[config.mk]
export PLATFORM = sky130hd
export DESIGN_NAME = pipeline_sched
export DESIGN_NICKNAME = d
export VERILOG_FILES = /design/src/rtl/pipeline_sched.sv
export SDC_FILE = /design/constraint.sdc
export NUM_CORES = 1
export LEC_CHECK = 0
export BUFFER_PORTS_ARGS = -buffer_cell sky130_fd_sc_hd__clkbuf_2
export CAP_MARGIN = 30
export CORE_ASPECT_RATIO = 1.25
export CORE_UTILIZATION = 45
export CTS_BUF_LIST = sky130_fd_sc_hd__clkbuf_4
export DETAILED_ROUTE_END_ITERATION = 8
export PLACE_DENSITY = 0.8
export SYNTH_ARGS = -nofsm -noshare
export SYNTH_HDL_FRONTEND = slang
export SYNTH_SLANG_ARGS = --single-unit
[constraint.sdc]
create_clock -name clk -period 3.5 [get_ports clk]
set_input_delay 0.35 -clock clk [delete_from_list [all_inputs] [get_ports clk]]
set_output_delay 0.35 -clock clk [all_outputs]
set_load 0.02 [all_outputs]
[src/rtl/pipeline_sched.sv]
// Multi-core dispatch scheduler: keeps a ring of DEPTH activation slots filled
// through a single outstanding load and hands each filled slot to the lowest free core.
module pipeline_sched #(
    parameter int NUM_CORES = 4,
    parameter int DEPTH     = 2,
    parameter int SLOT_W    = (DEPTH > 1) ? $clog2(DEPTH) : 1
) (
    input  logic                 clk,
    input  logic                 rst_n,
    input  logic                 en,
    input  logic                 init_signal,
    input  logic                 activate_ready,
    input  logic [NUM_CORES-1:0] core_end,
    output logic [NUM_CORES-1:0] start_core,
    output logic [SLOT_W-1:0]    core_slot,
    output logic                 start_load,
    output logic [SLOT_W-1:0]    load_slot,
    output logic [SLOT_W:0]      slots_valid,
    output logic                 busy,
    output logic                 proto_err
);

    localparam logic [SLOT_W:0]   DEPTH_V   = (SLOT_W + 1)'(DEPTH);
    localparam logic [SLOT_W-1:0] LAST_SLOT = SLOT_W'(DEPTH - 1);

    logic [SLOT_W-1:0]    wr_ptr_q, wr_ptr_d;
    logic [SLOT_W-1:0]    rd_ptr_q, rd_ptr_d;
    logic                 load_busy_q, load_busy_d;
    logic [SLOT_W:0]      slots_valid_q, slots_valid_d;
    logic [NUM_CORES-1:0] core_busy_q, core_busy_d;
    logic                 proto_err_q, proto_err_d;
    logic [NUM_CORES-1:0] start_core_q, start_core_d;
    logic [SLOT_W-1:0]    core_slot_q, core_slot_d;
    logic                 start_load_q, start_load_d;
    logic [SLOT_W-1:0]    load_slot_q, load_slot_d;
    logic                 busy_q, busy_d;

    logic [NUM_CORES-1:0] free_cores;
    logic [NUM_CORES-1:0] pick_core;
    logic                 load_go;
    logic                 load_done;
    logic                 disp_go;

    function automatic logic [SLOT_W-1:0] next_slot(input logic [SLOT_W-1:0] p);
        return (p == LAST_SLOT) ? '0 : p + SLOT_W'(1);
    endfunction

    // A core finishing this cycle is not yet eligible; x & -x isolates the lowest free core.
    assign free_cores = ~core_busy_q & ~core_end;
    assign pick_core  = free_cores & (~free_cores + NUM_CORES'(1));

    assign load_go   = !load_busy_q
                     && ((slots_valid_q + {{SLOT_W{1'b0}}, load_busy_q}) < DEPTH_V)
                     && (en || init_signal);
    assign load_done = activate_ready && load_busy_q;
    assign disp_go   = en && (slots_valid_q != '0) && (|free_cores);

    // NOTE: every variable gets its default first so no path leaves one unassigned (no latches).
    always_comb begin
        wr_ptr_d      = wr_ptr_q;
        rd_ptr_d      = rd_ptr_q;
        load_busy_d   = load_busy_q;
        slots_valid_d = slots_valid_q;
        core_busy_d   = core_busy_q & ~core_end;
        start_core_d  = '0;
        core_slot_d   = core_slot_q;
        start_load_d  = 1'b0;
        load_slot_d   = load_slot_q;
        proto_err_d   = proto_err_q
                      | (activate_ready & ~load_busy_q)
                      | (|(core_end & ~core_busy_q));

        if (load_go) begin
            start_load_d = 1'b1;
            load_slot_d  = wr_ptr_q;
            load_busy_d  = 1'b1;
        end
        if (load_done) begin
            wr_ptr_d    = next_slot(wr_ptr_q);
            load_busy_d = 1'b0;
        end

        if (disp_go) begin
            start_core_d = pick_core;
            core_slot_d  = rd_ptr_q;
            core_busy_d  = core_busy_d | pick_core;
            rd_ptr_d     = next_slot(rd_ptr_q);
        end

        case ({load_done, disp_go})
            2'b10:   slots_valid_d = slots_valid_q + (SLOT_W + 1)'(1);
            2'b01:   slots_valid_d = slots_valid_q - (SLOT_W + 1)'(1);
            default: slots_valid_d = slots_valid_q;
        endcase

        busy_d = (|core_busy_d) | load_busy_d | (slots_valid_d != '0);
    end

    // NOTE: sequential state uses non-blocking assignments so all registers update together.
    always_ff @(posedge clk or negedge rst_n) begin
        if (!rst_n) begin
            wr_ptr_q      <= '0;
            rd_ptr_q      <= '0;
            load_busy_q   <= 1'b0;
            slots_valid_q <= '0;
            core_busy_q   <= '0;
            proto_err_q   <= 1'b0;
            start_core_q  <= '0;
            core_slot_q   <= '0;
            start_load_q  <= 1'b0;
            load_slot_q   <= '0;
            busy_q        <= 1'b0;
        end else begin
            wr_ptr_q      <= wr_ptr_d;
            rd_ptr_q      <= rd_ptr_d;
            load_busy_q   <= load_busy_d;
            slots_valid_q <= slots_valid_d;
            core_busy_q   <= core_busy_d;
            proto_err_q   <= proto_err_d;
            start_core_q  <= start_core_d;
            core_slot_q   <= core_slot_d;
            start_load_q  <= start_load_d;
            load_slot_q   <= load_slot_d;
            busy_q        <= busy_d;
        end
    end

    assign start_core  = start_core_q;
    assign core_slot   = core_slot_q;
    assign start_load  = start_load_q;
    assign load_slot   = load_slot_q;
    assign slots_valid = slots_valid_q;
    assign busy        = busy_q;
    assign proto_err   = proto_err_q;

endmodule

### Yosys cells after proc, flatten, opt, wreduce, memory -nomap -nowiden

Cells that the tools add are included.

* bits in registers: 18
* output and inout bits: 11

* $add $sub $neg: 6
* $lt $le $gt $ge: 1
* equality and inequality tests: 2
* mux-type cells: 8
* bitwise gates (word level): 14
* reduce and logical (&&, ||, !) cells: 12

Operators by type and width (count)
* bitwise AND 4 bit: 4
* inverter 4 bit: 3
* OR reduction 4 bit: 3
* two-way mux 4 bit: 2
* logical AND 1 bit: 5
* two-way mux 1 bit: 5
* adder 4 x 1 -> 4 bit, second input constant: 1
* OR 1 bit: 4
* OR 4 bit: 1
* one-hot mux 2 bit (2 select lines): 1
* nonzero test 2 bit: 2
* adder 1 bit, second input constant: 2
* adder 2 x 1 -> 2 bit: 1
* adder 2 x 1 -> 2 bit, second input constant: 1
* equality test 2 x 1 -> 1 bit, second input constant: 1
* equality test 2 bit, second input constant: 1
* < comparator 2 bit, second input constant: 1
* subtractor 2 x 1 -> 2 bit, second input constant: 1
* bitwise AND 1 bit: 1
* zero test 1 bit: 1
* logical OR 1 bit: 1
* inverter 1 bit: 1

### Logic depth before layout (Yosys ltp)

Gate-level depths: netlist of run 1.

* depth after elaboration: 10
* mapped depth: 6

### Worst setup path before layout of run 1

No wires, ideal clock.

* kind: register -> register
* start point: register slots_valid_q[0] (netlist: slots_valid[0])
* end point: register busy_q (netlist: busy)
* arrival time: 1.758 ns
* required time: 3.362 ns
* slack: 1.603 ns
* stages on the path, launching flop included: 7
* clock period less this slack: 1.897 ns
* cell sequence: dfrtp_1 buf_6 o221a_4 o21ai_4 a21oi_2 or3_1 or4_1

* elaborated cells between the ends (all ways): 19

RTL lines
* start, declared: RTL line 29 `logic [SLOT_W:0] slots_valid_q, slots_valid_d;`
* start signal, assigned: RTL line 117 `slots_valid_q <= slots_valid_d;`
* nonzero test 2 bit: RTL line 56 `assign disp_go = en && (slots_valid_q != '0) && (|free_cores);`
* logical AND 1 bit (2 in a row): RTL line 56
* two-way mux 4 bit: RTL line 83 `if (disp_go) begin`
* net core_busy_d[2]: RTL line 30 `logic [NUM_CORES-1:0] core_busy_q, core_busy_d;`
* OR reduction 4 bit: RTL line 96 `busy_d = (|core_busy_d) | load_busy_d | (slots_valid_d != '0);`
* OR 1 bit (2 in a row): RTL line 96
* net busy_d: RTL line 36 `logic busy_q, busy_d;`
* end signal, assigned: RTL line 124 `busy_q <= busy_d;`
* end, declared: RTL line 36

The timed path passes the listed nets, and every way through them passes these cells.
A chain may end at the register's enable or synchronous reset.

### Worst setup path after layout of run 1

* start point: register core_busy_q[1]
* end point: register busy_q (netlist: busy)

* word-level cells in the longest chain between the ends: 10
* elaborated cells between the ends (all ways): 17

Ends and longest elaborated chain
* start, declared: RTL line 30
* start signal, assigned: RTL line 118 `core_busy_q <= core_busy_d;`
* inverter 4 bit: RTL line 49 `assign free_cores = ~core_busy_q & ~core_end;`
* bitwise AND 4 bit: RTL line 49
* inverter 4 bit: RTL line 50 `assign pick_core = free_cores & (~free_cores + NUM_CORES'(1));`
* adder 4 x 1 -> 4 bit: RTL line 50
* bitwise AND 4 bit: RTL line 50
* OR 4 bit: RTL line 86 `core_busy_d = core_busy_d | pick_core;`
* two-way mux 4 bit: RTL line 83
* OR reduction 4 bit: RTL line 96
* OR 1 bit: RTL line 96
* OR 1 bit (*): RTL line 96
* net busy_d: RTL line 36

The timed path passes the listed nets; every way through them passes the cells marked *.

==> Flow_metrics.wiki, run 1 <==
{| class="wikitable"
! Metric !! Value
|-
| Clock Tree Root || sky130_fd_sc_hd__clkbuf_4
|-
| Total wire length || roughly 1.4 mm
|-
| Number of sinks handled by clock tree synthesis || 18
|-
| Transition time at the pin with the least slew margin || about 0.43 ns
|-
| Total instance count after detailed placement || about 100
|-
| Origin of the worst min-delay path || core_end[3]
|-
| Dominant cells by area after synthesis || sky130_fd_sc_hd__dfrtp_1 (57%), sky130_fd_sc_hd__xnor2_1 (5.6%), sky130_fd_sc_hd__nor2_1 (4.8%), sky130_fd_sc_hd__mux2_2 (2.9%), sky130_fd_sc_hd__nor3b_1 (2.9%)
|-
| Die area || 0.001915 mm2
|-
| H-tree lvl count || 1
|-
| Net count after synthesis || 77
|-
| Unique masters post-synth || 27
|-
| Family with the most delay on the worst path || compound AO/OA/AOI/OAI gates
|-
| Maximum number of buffers from clock root to sink || 2
|-
| RSZ-0062 raised after global routing || no
|-
| Launch instance of the worst register-to-register path || core_busy_q[1]
|-
| CTS buffer count || 3
|-
| Leak Pwr || between 0.0004 and 0.0005 uW
|-
| Fmax || roughly 520 MHz
|-
| Count of synthesis-stage warnings from yosys || 0
|-
| Pin count of the biggest net entering global routing || 19
|-
| Mean area per synthesized cell || about 12 um2
|-
| Total power density per cell area || roughly 750 mW/mm2
|-
| Number of synthesized register bits || 18
|-
| Final number of hold-violating endpoints || 0
|-
| Worst path bufs/invs || 0
|-
| Portion of the clock cycle consumed by the worst path in the final layout || 0.5472
|-
| Clk Latency, worst-skew pair || 0.28 ns
|-
| Die boundary height || between 40 and 50 um
|-
| CP Capture Type || flip-flop
|-
| Post-detailed-placement half-perimeter wirelength || around 1.1 mm
|-
| Antenna violations before repair || 0
|-
| Delay of the slowest critical-path stage || ~0.5 ns
|-
| Post-detailed-route DRC marker count || 0
|-
| Cell Count, Final, Fillers Out || about 110
|-
| Width of the die || around 40 um
|-
| Maximum ir drop on the vdd rail || between 0.3 and 0.4 mV
|-
| Worst Hold Class || input pin to flip-flop
|-
| Cell row count || 16
|-
| CP Cell Sequence || o22ai_1, o21ai_0, a221oi_1, a31oi_1, or4_1
|-
| Number of diodes || 0
|-
| CTS tree || yes
|-
| Crit-path slowest cell || sky130_fd_sc_hd__or4_1
|-
| Post-route ant nets || 0
|-
| Clock Skews || 0.004064 ns
|-
| Capturing point of the worst reg2reg path || busy
|-
| Clock transition at the register clock pins on the worst setup and hold paths after CTS || around 0.090 ns
|-
| Iteration count of the initial detailed-routing pass || 4
|-
| Number of vias in the routed layout || between 500 and 600
|-
| Post-synthesis cell type with the largest combined area || sky130_fd_sc_hd__dfrtp_1
|-
| Vias in the first global route || roughly 550
|-
| Resize count post-CTS || 0
|-
| Number of max-capacitance violations reported || 0
|-
| Hold-fix buffer count after cts || 1
|-
| R2r setup slk || roughly 1.6 ns
|-
| Total negative slack || 0 ns
|-
| Hold Path Stages || 2
|-
| Via-per-instance ratio || 5.454
|-
| Setup slack after layout || 1.585 ns
|-
| Post-synthesis to final-layout area growth || 17.70%
|-
| Global-route wire length before repair || between 2 and 2.5 mm
|-
| Core occupancy in the finished layout || 0.5766
|-
| Hold Worst Slack || 0.2774 ns
|-
| Synth Instances || 68
|-
| Worst EP required || 3.66 ns
|-
| Startpoint type of the worst setup path || flip-flop
|-
| Total congestion overflow || 0
|-
| Worst R2R Path Depth || 5
|-
| Worst endpoint data arrival time || 2.08 ns
|-
| Count of port buffers added during placement || 19
|-
| Nets || 101
|-
| Wirelength per Cell || approximately 13 um
|-
| Classification of the worst setup path || flip-flop to flip-flop
|-
| Final setup viols || 0
|-
| Layout cell share with drive strength beyond 1 || 0.3000
|-
| Sequential share of the synthesized area || 0.5742
|-
| Core Footprint || 0.001602 mm2
|-
| Share of the synthesized area in the top cell type || 0.5742
|-
| Run status || completed
|-
| Cell area after technology mapping || around 800 um2
|-
| Largest fanout of any net on the critical path || 6
|-
| GP Congestion || slightly below 0.8
|-
| Worst slew margin relative to its limit || 0.7131
|-
| Post-placement setup slack || 1.561 ns
|-
| Count of routing violations after the opening detailed-route iteration || 8
|-
| Final min period || 1.915 ns
|-
| Count of final max-slew check failures || 0
|-
| Worst Hold End || start_core[3]
|-
| Initial core utilization || 0.4898
|-
| All-layer global routing usage || 0.1718
|-
| # Post-CTS Setup Buffers || 0
|-
| Number of top-level design ports || 20
|}
-- worst register-to-register path, cell delays in order, from the launching register on --
cell and delay [ns]:
sky130_fd_sc_hd__dfrtp_1 0.46, sky130_fd_sc_hd__o22ai_1 0.30, sky130_fd_sc_hd__o21ai_0 0.18, sky130_fd_sc_hd__a221oi_1 0.27, sky130_fd_sc_hd__a31oi_1 0.08, sky130_fd_sc_hd__or4_1 0.50
-- registers in the layout, summed over array words and instances, names as in the netlist --
register,count
load_busy_q,1
core_busy_q,4
load_slot,1
slots_valid,2
start_load,1
core_slot,1
wr_ptr_q,1
proto_err,1
rd_ptr_q,1
start_core,4
busy,1
-- cell type report --
type | instances | area (um2)
flip-flops and latches | 18 | 450.4
fillers | 139 | 678.2
repair buffers | 20 | 105.1
clock buffers | 3 | 22.52
well taps | 18 | 22.52
multi-input cells | 44 | 304.0
inverters | 5 | 18.77
-- logic make-up (layout without fill, tap and decap cells) --
| logic type | Yosys count | count (layout) | share of synthesized area |
|---|---|---|---|
| buffers and inverters | 6 | 28 | 0.03828 |
| AO/OA/AOI/OAI | 15 | 15 | 0.1595 |
| AND/OR/NAND/NOR | 22 | 22 | 0.1436 |
| multiplexers | 2 | 2 | 0.02871 |
| XOR/XNOR | 5 | 5 | 0.05582 |
| flip-flops | 18 | 18 | 0.5742 |
-- power by group --
group          switching (uW)  internal, uW  total, uW  leakage, uW
sequential               63.3           273        336     0.000221
combinational             139           119        259     0.000202
clock                    55.7          40.0       95.7    0.0000138
-- layout by cell type, fill, tap and decap left out --
cell                            instances
sky130_fd_sc_hd__o21a_1                 1
sky130_fd_sc_hd__dfrtp_1               18
sky130_fd_sc_hd__clkbuf_4               3
sky130_fd_sc_hd__o221a_4                1
sky130_fd_sc_hd__nor3b_1                3
sky130_fd_sc_hd__o22ai_1                2
sky130_fd_sc_hd__nor3_1                 2
sky130_fd_sc_hd__nand2_1                1
sky130_fd_sc_hd__a21oi_1                2
sky130_fd_sc_hd__or4_1                  1
sky130_fd_sc_hd__a221oi_1               1
sky130_fd_sc_hd__mux2_2                 2
sky130_fd_sc_hd__and3_1                 1
sky130_fd_sc_hd__nor2b_1                2
sky130_fd_sc_hd__o21ai_1                1
sky130_fd_sc_hd__a21o_1                 1
sky130_fd_sc_hd__a2111oi_0              1
sky130_fd_sc_hd__nor4_1                 1
sky130_fd_sc_hd__xnor2_1                5
sky130_fd_sc_hd__o21ai_4                1
sky130_fd_sc_hd__a21oi_2                1
sky130_fd_sc_hd__o221ai_1               1
sky130_fd_sc_hd__o21ai_0                1
sky130_fd_sc_hd__dlygate4sd3_1          1
sky130_fd_sc_hd__or3_1                  1
sky130_fd_sc_hd__clkbuf_2              19
sky130_fd_sc_hd__nor2_1                10
sky130_fd_sc_hd__a31oi_1                1
sky130_fd_sc_hd__inv_1                  5
-- stage by stage --
step	total power [uW]	area [um2]
2_1_floorplan	531.7	784.5
3_3_place_gp	594.8	890.9
3_5_place_dp	600.0	890.9
4_1_cts	698.3	923.4
5_1_grt	741.2	923.4
6_report	690.2	923.4
-- how the worst max path moves through the flow --
stage,end,startpoint,cells after the start,slack (ns)
6_report,busy,core_busy_q[1],5,1.58
2_1_floorplan,busy,slots_valid[0],6,1.60
4_1_cts,busy,core_busy_q[1],5,1.61
3_3_place_gp,busy,core_end[1],6,1.61
3_5_place_dp,busy,core_end[1],6,1.56
5_1_grt,busy,core_busy_q[1],5,1.49
-- layer usage --
metal / vias to the layer above / GRT usage / share of wire / wire, um
li1: 284 / - / - / -
met1: 278 / 0.2301 / 0.44 / 605
met2: 23 / 0.2528 / 0.48 / 650
met3: 4 / 0.02752 / 0.059 / 81
met4: 0 / 0.1034 / 0.021 / 29
met5: - / 0 / 0 / 0
-- Yosys cell counts --
cell and count:
sky130_fd_sc_hd__o21ai_0 1, sky130_fd_sc_hd__o22ai_1 2, sky130_fd_sc_hd__xnor2_1 5, sky130_fd_sc_hd__mux2_2 2
sky130_fd_sc_hd__a21oi_1 2, sky130_fd_sc_hd__a31oi_1 1, sky130_fd_sc_hd__buf_6 1, sky130_fd_sc_hd__o221a_4 1
sky130_fd_sc_hd__nor3_1 2, sky130_fd_sc_hd__a2111oi_0 1, sky130_fd_sc_hd__nor4_1 1, sky130_fd_sc_hd__nor2b_1 2
sky130_fd_sc_hd__inv_1 5, sky130_fd_sc_hd__nor3b_1 3, sky130_fd_sc_hd__a221oi_1 1, sky130_fd_sc_hd__nor2_1 10
sky130_fd_sc_hd__a21oi_2 1, sky130_fd_sc_hd__a21o_1 1, sky130_fd_sc_hd__dfrtp_1 18, sky130_fd_sc_hd__o21ai_1 1
sky130_fd_sc_hd__o21a_1 1, sky130_fd_sc_hd__nand2_1 1, sky130_fd_sc_hd__and3_1 1, sky130_fd_sc_hd__o221ai_1 1
sky130_fd_sc_hd__or4_1 1, sky130_fd_sc_hd__or3_1 1, sky130_fd_sc_hd__o21ai_4 1
Power figures use the tool's default switching activity.
==> run 2, diff against run 1 <==
- PLACE_DENSITY: 0.8 -> 0.83
- clock period: 3.5 -> 1.5 ns (I/O delays scaled with it)
==> run 2 against run 1 <==
Compared with the run above:
- the flow now finishes with violations (setup timing)
- highest routed layer unchanged
- wire length increased by 29%
- sequential power increased by 120%
- largest power group is now combinational cells
- combinational power rose to 3.3 times the previous value
- die area did not move
- cell count up 19%
- worst hold slack worse by 0.11 ns
- via count is 13% higher
- flip-flop and latch count unchanged
- critical path type unchanged
==> Flow_metrics.wiki, run 2 (synthesis gave the netlist of run 1 again) <==
{| class="wikitable"
! Metric !! Value
|-
| Filler cell count in the final layout || 131 (-5.8%)
|-
| Iteration count of the initial detailed-routing pass || 4 (unchanged)
|-
| Count of final max-slew check failures || 0 (unchanged)
|-
| Post-detailed-placement half-perimeter wirelength || 1.342 mm (+27%)
|-
| Total congestion overflow || 0 (unchanged)
|-
| Violations in the final reports || setup timing
|-
| Launch instance of the worst register-to-register path || slots_valid[0]
|-
| Origin of the worst setup path || slots_valid[0]
|-
| Hold Worst Slack || 0.1644 ns (-0.1130 ns)
|-
| Post-detailed-route DRC marker count || 0 (unchanged)
|-
| Startpoint type of the worst setup path || flip-flop
|-
| Post-placement setup slack || -0.2277 ns (-1.789 ns)
|-
| Final min period || 1.745 ns (-0.1705 ns)
|-
| Count of port buffers added during placement || 19 (unchanged)
|-
| Clk Latency, worst-skew pair || 0.29 ns (about the same)
|-
| Die boundary height || 48.68 um (unchanged)
|-
| Total wire length || 1.765 mm (+29%)
|-
| Leak Pwr || 0.0005459 uW (+25%)
|-
| Capturing point of the worst reg2reg path || busy
|-
| CP Capture Type || flip-flop
|-
| Clock Skews || 0.0007153 ns (-0.003349 ns)
|-
| Largest fanout of any net on the critical path || 4 (-2)
|-
| Initial core utilization || 0.4898 (unchanged)
|-
| Setup slack after layout || -0.2447 ns (-1.829 ns)
|-
| Worst Setup EP || busy
|-
| Number of top-level design ports || 20 (unchanged)
|-
| Worst Hold Class || input pin to flip-flop
|-
| Number of max-capacitance violations reported || 0 (unchanged)
|-
| Cell row count || 16 (unchanged)
|-
| Antenna violations before repair || 0 (unchanged)
|-
| Maximum ir drop on the vdd rail || 1.129 mV (+260%)
|-
| Final number of hold-violating endpoints || 0 (unchanged)
|-
| H-tree lvl count || 1 (unchanged)
|-
| Worst endpoint data arrival time || 1.92 ns (-0.16 ns)
|-
| Post-route ant nets || 0 (unchanged)
|-
| Clock transition at the register clock pins on the worst setup and hold paths after CTS || 0.10 ns (about the same)
|-
| Origin of the worst min-delay path || core_end[3]
|-
| Nets || 121 (+20%)
|-
| Total power of the final layout || 1847 uW (+170%)
|-
| Transition time at the pin with the least slew margin || 0.4401 ns (+0.01269 ns)
|-
| Global-route wire length before repair || 2.925 mm (+30%)
|-
| Worst EP required || 1.68 ns (-1.98 ns)
|-
| Number of sinks handled by clock tree synthesis || 18 (unchanged)
|-
| Worst slew margin relative to its limit || 0.7066 (-0.006547)
|-
| Count of routing violations after the opening detailed-route iteration || 11 (+3)
|-
| Maximum number of buffers from clock root to sink || 2 (unchanged)
|-
| Clock Tree Root || sky130_fd_sc_hd__clkbuf_4
|-
| Commonest cells after routing, fill and taps aside || sky130_fd_sc_hd__buf_4 (20), sky130_fd_sc_hd__clkbuf_2 (19), sky130_fd_sc_hd__dfrtp_1 (16)
|-
| RSZ-0062 raised after global routing || yes
|-
| Number of vias in the routed layout || 668 (+13%)
|-
| Core Footprint || 0.001602 mm2 (unchanged)
|-
| Number of diodes || 0 (unchanged)
|-
| Portion of the clock cycle consumed by the worst path in the final layout || 1.163 (+0.6159)
|-
| CTS buffer count || 3 (unchanged)
|-
| CTS tree || yes
|-
| Final setup viols || 1 (+1)
|-
| R2r setup slk || -0.24 ns (-1.83 ns)
|-
| Most common cell after layout, fill and taps aside || sky130_fd_sc_hd__buf_4
|-
| Wirelength per Cell || 13.68 um (+8.2%)
|-
| Via-per-instance ratio || 5.178 (-5.0%)
|-
| Total negative slack || -0.2447 ns (-0.2447 ns)
|-
| Post-synthesis to final-layout area growth || 40.51%
|-
| Layout cell share with drive strength beyond 1 || 0.4775 (+0.1775)
|-
| Fmax || 573.2 MHz (+9.8%)
|-
| Die area || 0.001915 mm2 (unchanged)
|-
| Worst R2R Path Depth || 5 (unchanged)
|-
| All-layer global routing usage || 0.2180 (+0.04619)
|-
| Vias in the first global route || 648 (+19%)
|-
| Run status || finished with violations
|-
| GP Congestion || 0.8339 (+7.5%)
|-
| Classification of the worst setup path || flip-flop to flip-flop
|-
| Pin count of the biggest net entering global routing || 19 (unchanged)
|-
| Core occupancy in the finished layout || 0.6883 (+0.1117)
|-
| Total power density per cell area || 1676 mW/mm2 (+120%)
|-
| Width of the die || 39.35 um (unchanged)
|}
==> run 2: layout make-up <==
| type | count | area (um2) | area share |
|---|---|---|---|
| inverter | 5 | 18.77 | 0.01703 |
| sequential | 18 | 452.9 | 0.4109 |
| multi-input combinational | 44 | 326.6 | 0.2963 |
| clock buffer | 3 | 22.52 | 0.02043 |
| tap | 18 | 22.52 | 0.02043 |
| timing repair buffer | 40 | 255.2 | 0.2316 |
| clock inverter | 1 | 3.754 | 0.003405 |
==> run 2: per-layer routing <==
metal | GRT usage | routed length (um) | vias to the layer above
li1 | - | - | 327
met1 | 0.2866 | 718 | 318
met2 | 0.3694 | 945 | 21
met3 | 0.02752 | 83 | 2
met4 | 0.05172 | 17 | 0
met5 | 0 | 0 | -
==> run 2: stage by stage <==
| stage | cells | area [um2] |
|---|---|---|
| after floorplan | 68 | 785.8 |
| after global placement | 122 | 1027 |
| after detailed placement | 122 | 1027 |
| after CTS | 129 | 1079 |
| after global routing | 129 | 1102 |
| final | 129 | 1102 |
==> run 2: timing repair <==
action / in CTS / in global routing
resized for setup: 0 / 6
endpoints found under the setup margin: 1 / 3
endpoints found under the hold margin: 18 / 0
hold buffers: 1 / 0
pin swaps: 2 / 1
cloned: 0 / 0
buffers inserted: 2 / 0
==> run 2: worst min path at each step <==
stage | end | slack (ns) | cells past startpoint
global route | start_core[3] | 0.15 | 3
CTS | start_core[3] | 0.14 | 3
detailed placement | core_busy_q[1] | 0.12 | 1
global placement | start_core[3] | 0.11 | 1
floorplan | busy | -0.15 | 0
finish | start_core[3] | 0.16 | 3
==> run 2: power breakdown <==
group | switching, uW | total [uW] | internal [uW]
Sequential | 111 | 751 | 640
Clock | 148 | 245 | 96.9
Combinational | 420 | 851 | 431
==> run 2: critical path: stages, from the launching register on <==
cell                      delay (ns)
sky130_fd_sc_hd__dfrtp_2        0.44
sky130_fd_sc_hd__o221a_4        0.30
sky130_fd_sc_hd__o21ai_4        0.07
sky130_fd_sc_hd__a21oi_2        0.08
sky130_fd_sc_hd__or3_1          0.35
sky130_fd_sc_hd__or4_1          0.39
